--- config.mk ---
export PLATFORM = sky130hd
export DESIGN_NAME = forward_hazard_ctrl
export DESIGN_NICKNAME = d
export VERILOG_FILES = /design/src/rtl/forward_hazard_ctrl.sv
export SDC_FILE = /design/constraint.sdc
export NUM_CORES = 1
export LEC_CHECK = 0
export ABC_AREA = 1
export ABC_CLOCK_PERIOD_IN_PS = 1350
export CORE_ASPECT_RATIO = 1.75
export CORE_UTILIZATION = 40
export DETAILED_ROUTE_END_ITERATION = 10
export PLACE_DENSITY = 0.66
export SETUP_SLACK_MARGIN = 0.3
export SYNTH_ARGS = -nofsm -noshare
export SYNTH_HDL_FRONTEND = slang
export SYNTH_SLANG_ARGS = --single-unit
--- constraint.sdc ---
create_clock -name clk -period 1.35 [get_ports clk]
set_input_delay 0.27 -clock clk [delete_from_list [all_inputs] [get_ports clk]]
set_output_delay 0.27 -clock clk [all_outputs]
set_load 0.005 [all_outputs]
--- src/rtl/forward_hazard_ctrl.sv ---
// forward_hazard_ctrl
// Hazard and forwarding controller for the 5-stage RV32I pipeline.
// It shadows the destination-register info of the instructions in EX and
// MEM and uses it for three jobs:
//   - registering the operand forward selects as an instruction enters EX
//   - detecting load-use hazards (stall IF/ID and bubble ID/EX for one cycle)
//   - freezing the whole pipe while a MEM-stage load waits on data memory
//
// The WB stage needs no shadow entry here. The register file is write-first,
// so an instruction in WB is never a forwarding source.
//
// Ports:
//   clk, rst_n           core clock, asynchronous active-low reset
//   id_valid             ID stage holds a real instruction
//   id_rs1, id_rs2       ID source registers
//   id_uses_rs1/2        instruction actually reads rs1/rs2
//   id_rd                ID destination register
//   id_reg_write         instruction writes rd
//   id_mem_read          instruction is a load
//   ex_flush             taken branch/jump resolved in EX
//   mem_ready            data memory returns load data this cycle
//   ex_fwd_a, ex_fwd_b   operand selects: 00 regfile, 01 EX/MEM, 10 MEM/WB
//   stall_if_id          hold PC and the IF/ID register
//   bubble_ex            load a NOP into ID/EX
//   freeze_pipe          hold every pipeline register
//   mem_timeout_err      sticky: a memory wait lasted MEM_TIMEOUT cycles
module forward_hazard_ctrl #(
    parameter int REG_ADDR_W  = 5,
    parameter int MEM_TIMEOUT = 64
) (
    input  logic                  clk,
    input  logic                  rst_n,
    input  logic                  id_valid,
    input  logic [REG_ADDR_W-1:0] id_rs1,
    input  logic [REG_ADDR_W-1:0] id_rs2,
    input  logic                  id_uses_rs1,
    input  logic                  id_uses_rs2,
    input  logic [REG_ADDR_W-1:0] id_rd,
    input  logic                  id_reg_write,
    input  logic                  id_mem_read,
    input  logic                  ex_flush,
    input  logic                  mem_ready,
    output logic [1:0]            ex_fwd_a,
    output logic [1:0]            ex_fwd_b,
    output logic                  stall_if_id,
    output logic                  bubble_ex,
    output logic                  freeze_pipe,
    output logic                  mem_timeout_err
);

    localparam int CNT_W = $clog2(MEM_TIMEOUT + 1);
    localparam logic [CNT_W-1:0] CNT_MAX = CNT_W'(MEM_TIMEOUT);

    typedef enum logic {
        RUN      = 1'b0,
        MEM_WAIT = 1'b1
    } state_t;

    state_t state, state_next;

    logic                  ex_valid, ex_reg_write, ex_mem_read;
    logic [REG_ADDR_W-1:0] ex_rd;
    logic                  mem_valid, mem_reg_write, mem_mem_read;
    logic [REG_ADDR_W-1:0] mem_rd;

    logic [CNT_W-1:0] wait_cnt, cnt_next;

    logic       hit_ex_a, hit_ex_b, hit_mem_a, hit_mem_b;
    logic       load_in_mem, load_use;
    logic [1:0] fwd_a_next, fwd_b_next;

    // A source register matches a shadow entry only if it is really read,
    // is not x0, and the entry is a live instruction that writes that rd.
    function automatic logic src_hit(
        input logic                  uses,
        input logic [REG_ADDR_W-1:0] rs,
        input logic                  valid,
        input logic                  reg_write,
        input logic [REG_ADDR_W-1:0] rd
    );
        return uses && (rs != '0) && valid && reg_write && (rd == rs);
    endfunction

    // Next-state, hazard outputs, next forward selects and the next wait
    // count. freeze_pipe is asserted only while the load in MEM still has no
    // data. In the cycle mem_ready arrives the pipe advances, so the load
    // leaves MEM and cannot re-trigger a freeze.
    always_comb begin
        state_next  = state;
        freeze_pipe = 1'b0;
        stall_if_id = 1'b0;
        bubble_ex   = 1'b0;
        cnt_next    = '0;

        hit_ex_a  = src_hit(id_uses_rs1, id_rs1, ex_valid, ex_reg_write, ex_rd);
        hit_ex_b  = src_hit(id_uses_rs2, id_rs2, ex_valid, ex_reg_write, ex_rd);
        hit_mem_a = src_hit(id_uses_rs1, id_rs1, mem_valid, mem_reg_write, mem_rd);
        hit_mem_b = src_hit(id_uses_rs2, id_rs2, mem_valid, mem_reg_write, mem_rd);

        fwd_a_next = hit_ex_a ? 2'b01 : (hit_mem_a ? 2'b10 : 2'b00);
        fwd_b_next = hit_ex_b ? 2'b01 : (hit_mem_b ? 2'b10 : 2'b00);

        load_in_mem = mem_valid && mem_mem_read;
        load_use    = id_valid && ex_mem_read && (hit_ex_a || hit_ex_b);

        case (state)
            RUN: begin
                if (load_in_mem && !mem_ready) begin
                    freeze_pipe = 1'b1;
                    state_next  = MEM_WAIT;
                end
            end
            MEM_WAIT: begin
                if (mem_ready) begin
                    state_next = RUN;
                end else begin
                    freeze_pipe = 1'b1;
                end
            end
            default: state_next = RUN;
        endcase

        // Freeze wins over everything; a flush beats a load-use stall since
        // the dependent instruction in ID is being discarded anyway.
        if (freeze_pipe) begin
            stall_if_id = 1'b1;
        end else if (ex_flush) begin
            bubble_ex = 1'b1;
        end else if (load_use) begin
            stall_if_id = 1'b1;
            bubble_ex   = 1'b1;
        end

        if (freeze_pipe) begin
            cnt_next = (wait_cnt == CNT_MAX) ? wait_cnt : wait_cnt + CNT_W'(1);
        end

        // Keep the hazard outputs quiet while reset is held, even if ex_flush
        // happens to be driven high by an upstream block still in reset.
        if (!rst_n) begin
            freeze_pipe = 1'b0;
            stall_if_id = 1'b0;
            bubble_ex   = 1'b0;
        end
    end

    // FSM state register.
    always_ff @(posedge clk or negedge rst_n) begin
        if (!rst_n) begin
            state <= RUN;
        end else begin
            state <= state_next;
        end
    end

    // Shadow entries, forward selects, wait counter and the sticky error.
    // Everything except the counter and the error holds while frozen. The MEM
    // entry always takes the EX entry when the pipe advances; only the EX
    // entry is replaced by a bubble on a flush or load-use stall.
    always_ff @(posedge clk or negedge rst_n) begin
        if (!rst_n) begin
            ex_valid        <= 1'b0;
            ex_rd           <= '0;
            ex_reg_write    <= 1'b0;
            ex_mem_read     <= 1'b0;
            mem_valid       <= 1'b0;
            mem_rd          <= '0;
            mem_reg_write   <= 1'b0;
            mem_mem_read    <= 1'b0;
            ex_fwd_a        <= 2'b00;
            ex_fwd_b        <= 2'b00;
            wait_cnt        <= '0;
            mem_timeout_err <= 1'b0;
        end else begin
            wait_cnt <= cnt_next;
            if (cnt_next == CNT_MAX) begin
                mem_timeout_err <= 1'b1;
            end
            if (!freeze_pipe) begin
                mem_valid     <= ex_valid;
                mem_rd        <= ex_rd;
                mem_reg_write <= ex_reg_write;
                mem_mem_read  <= ex_mem_read;
                if (bubble_ex) begin
                    ex_valid     <= 1'b0;
                    ex_rd        <= '0;
                    ex_reg_write <= 1'b0;
                    ex_mem_read  <= 1'b0;
                    ex_fwd_a     <= 2'b00;
                    ex_fwd_b     <= 2'b00;
                end else begin
                    ex_valid     <= id_valid;
                    ex_rd        <= id_rd;
                    ex_reg_write <= id_reg_write;
                    ex_mem_read  <= id_mem_read;
                    ex_fwd_a     <= fwd_a_next;
                    ex_fwd_b     <= fwd_b_next;
                end
            end
        end
    end

endmodule

==> key figures <==
Run status
  – Outcome: complete, but fails checks
  – Failing checks: negative setup slack

Finish
  – Footprint of the multi-input gates: roughly 1100 um^2
  – Layout cells sized above 1: a little under two fifths
  – Nets: roughly 390
  – Area Overhead vs Synth: 64.7%
  – Fill cells: around 340
  – N_diodes: 0
  – Final cell count without fillers: 410
  – Leading cell types in the layout, fill and taps excluded: nand2_1, buf_4, inv_1
  – Register area: a little over 700 um^2
  – Most common cell after layout, fill and taps aside: nand2_1

Critical path
  – WP data arrival: between 1.5 and 2 ns
  – CP peak stage delay: 0.42 ns
  – CP startpoint kind: flip-flop
  – CP Capture Type: output port
  – Critical Path RT: ~1.1 ns
  – Max FO, Critical Path: 4
  – Most frequent CP cell: nand2_2
  – Critical Path, Cell by Cell: inv_2 -> nor2_2 -> nor2_1 -> nand2_1 -> nor2_1 -> nand3_1 -> nand2_1 -> nand2_2 -> nand2_2 -> nand2_2 -> inv_2 -> buf_6
  – Crit path kind: flip-flop to output port
  – Worst path slowest cell: dfrtp_1

Detailed routing
  – Via/cell ratio: about 4.9
  – Number of DRC markers in iteration 0: 39
  – Drt first pass iters: 4
  – Vias after detailed routing: approximately 2,000
  – Drt drc: 0
  – Final WL: around 5600 um
  – DR WL/cell: around 14 um
  – Post-route ant nets: 0

Clocking
  – Reg clk slew, reported paths: 0.06 ns
  – CTS Buffer Depth: 2
  – H-tree depth: 2
  – Clk_lat worst skew: 0.28 ns
  – CTS Root Cell: clkbuf_8
  – CTS tree: done
  – Num CTS Buffers: 5
  – Num Clock Sinks: 29
  – CTS Hold Bufs: 0

Global route
  – Global-route wire length before repair: about 8200 um
  – Largest net degree at the start of global routing: 28
  – Tot GR Track Use: a little under a quarter
  – Gr ovfl total: 0
  – Initial antenna violation count: 0
  – Vias in the first global route: 1,884

Power
  – Total power: roughly 2.4 mW
  – Pwr/cell area: between 800 and 900 nW/um^2
  – Combinational power share: a little under a third
  – Sw frac: a little under a third
  – Part of the power in the clock network: between 20 and 30%
  – Maximum vdd drop: approximately 0.8 mV
  – Seq pwr share: 40.6%
  – LEAKAGE: between 1.5 and 2 nW
  – Internal power: around 1.7 mW
  – Sw Pwr: between 0.7 and 0.8 mW

Synthesis
  – Seq cells post-synth: 29
  – Syn_area_per_cell: around 6.6 um^2
  – Yosys top cell by area: dfrtp_1
  – Post-synthesis cell type count: 25
  – Register area share after synthesis: between 40% and 50%
  – Area fraction of the dominant cell type after synthesis: between 40% and 50%
  – Yosys warnings: 0
  – Synthesized area: 1790 um^2
  – Syn_nets: about 300
  – Cell count after synthesis: between 200 and 300
  – Area contributors post-synth: dfrtp_1, nand2_1, inv_1

Timing
  – FMAX: roughly 540 MHz
  – Crit share post-route: 138%
  – Final-report setup violation count: 18
  – WHS: roughly 0.24 ns
  – Final min period: around 1.9 ns
  – RSZ-0062 raised after global routing: yes
  – Clk_skew: approximately 0.0086 ns
  – Worst setup margin: -0.516 ns
  – Worst Tran Pin Value: 0.376 ns
  – Final Slew Violations: 0
  – Rel. slew slack: 75.0%
  – Hold Vio Cnt, Final: 0

Placed design
  – Final Wtd Congestion: roughly 0.85
  – DPL Wire Length: between 3000 and 4000 um
  – Dpl cells: 382
  – # port buffers: 31

Floorplanning
  – Num rows: 31
  – IO Count: 32
  – Initial cell density of the core: ~42%
  – Die width: between 50 and 60 um
  – Die height: ~90 um
  – Die area: approximately 4800 um^2
  – Core area: 4230 um^2

Job
  – Max-Cap Viols: 0

Worst hold path
  – Hold Path Class: primary input to asynchronous set/reset pin
[final timing paths]
kind,startpoint,to,slack (ns),cells past startpoint
min,rst_n,mem_timeout_err,0.24,2
min reg2reg,mem_timeout_err,mem_timeout_err,0.46,2
max,ex_rd[3],bubble_ex,-0.52,12
min in group clk,mem_timeout_err,mem_timeout_err,0.46,2
max reg2reg,ex_rd[3],ex_fwd_a[0],-0.28,13
max in group asynchronous,rst_n,wait_cnt[3],0.68,2
[synthesized netlist by cell type]
library cell    n
ha_1            2
o21ai_0         8
buf_2           1
nor2_1         22
a21oi_4         1
nand3_1        15
nor2_2          1
clkbuf_1        1
a21oi_1         5
inv_2           3
a31o_2          1
nand4_1         4
dfrtp_1        29
nand2_2         5
nor3_1          3
nor3_2          1
o22ai_1         3
o21ai_1         1
or2_2           2
buf_4           1
inv_1          47
nand2_1       108
xor2_1          4
nand3_2         1
buf_6           1
[layer usage]
| layer | GRT usage, % | vias to the layer above | part of all wire (%) |
|---|---|---|---|
| li1 | - | 997 | - |
| met1 | 23.4 | 926 | 37 |
| met2 | 43.1 | 48 | 55 |
| met3 | 4.21 | 25 | 3.4 |
| met4 | 12.5 | 0 | 4.9 |
| met5 | 0 | - | 0 |
[worst max-delay path, delay by kind of cell, from the launching register on]
family / cells / cell delay [ns]
buffers and inverters: 3 / 0.24
DFF: 1 / 0.42
and+or+nand+nor: 9 / 0.67
[cell type report]
| class | count | area share [%] |
|---|---|---|
| well taps | 49 | 2.08 |
| inverters | 50 | 6.63 |
| flip-flops and latches | 29 | 24.6 |
| repair buffers | 88 | 28.0 |
| multi-input cells | 187 | 35.7 |
| clock buffers | 7 | 2.93 |
[logic make-up after synthesis]
logic type	after synthesis	share of synthesized area (%)
compound gates	19	6.37
flops	29	40.6
xor+xnor	4	1.96
simple gates	162	37.6
fa+ha+maj	2	1.40
buf+inv	54	12.0
[per-stage QoR]
step,setup TNS (ns),util (%),area [um^2],setup slack [ns]
2_1_floorplan,-0.126,-,1810,-0.119
3_3_place_gp,-11.64,57.1,2410,-1.03
3_5_place_dp,-11.76,57.1,2410,-1.01
4_1_cts,-4.44,63.1,2670,-0.531
5_1_grt,-7.03,69.7,2950,-0.649
6_report,-4.74,69.7,2950,-0.516
[state kept, by name (all words and copies together), names as in the netlist, 2 cells and up]
register  cells
ex_rd         5
ex_fwd_b      2
mem_rd        5
ex_fwd_a      2
wait_cnt      7
[repair_timing]
action	CTS	global route
cloned	0	2
setup buffers	8	11
resized for setup	96	38
pin swaps	17	23
endpoints found under the setup margin	36	36
[power groups by stage]
stage	registers, mW	logic [mW]	clock network (mW)
2_1_floorplan	0.993	0.261	0
3_3_place_gp	0.995	0.541	0
3_5_place_dp	0.997	0.541	0
4_1_cts	0.981	0.609	0.728
5_1_grt	0.992	0.798	0.771
6_report	0.984	0.728	0.710
No activity file was read; power rests on OpenSTA's default activity.
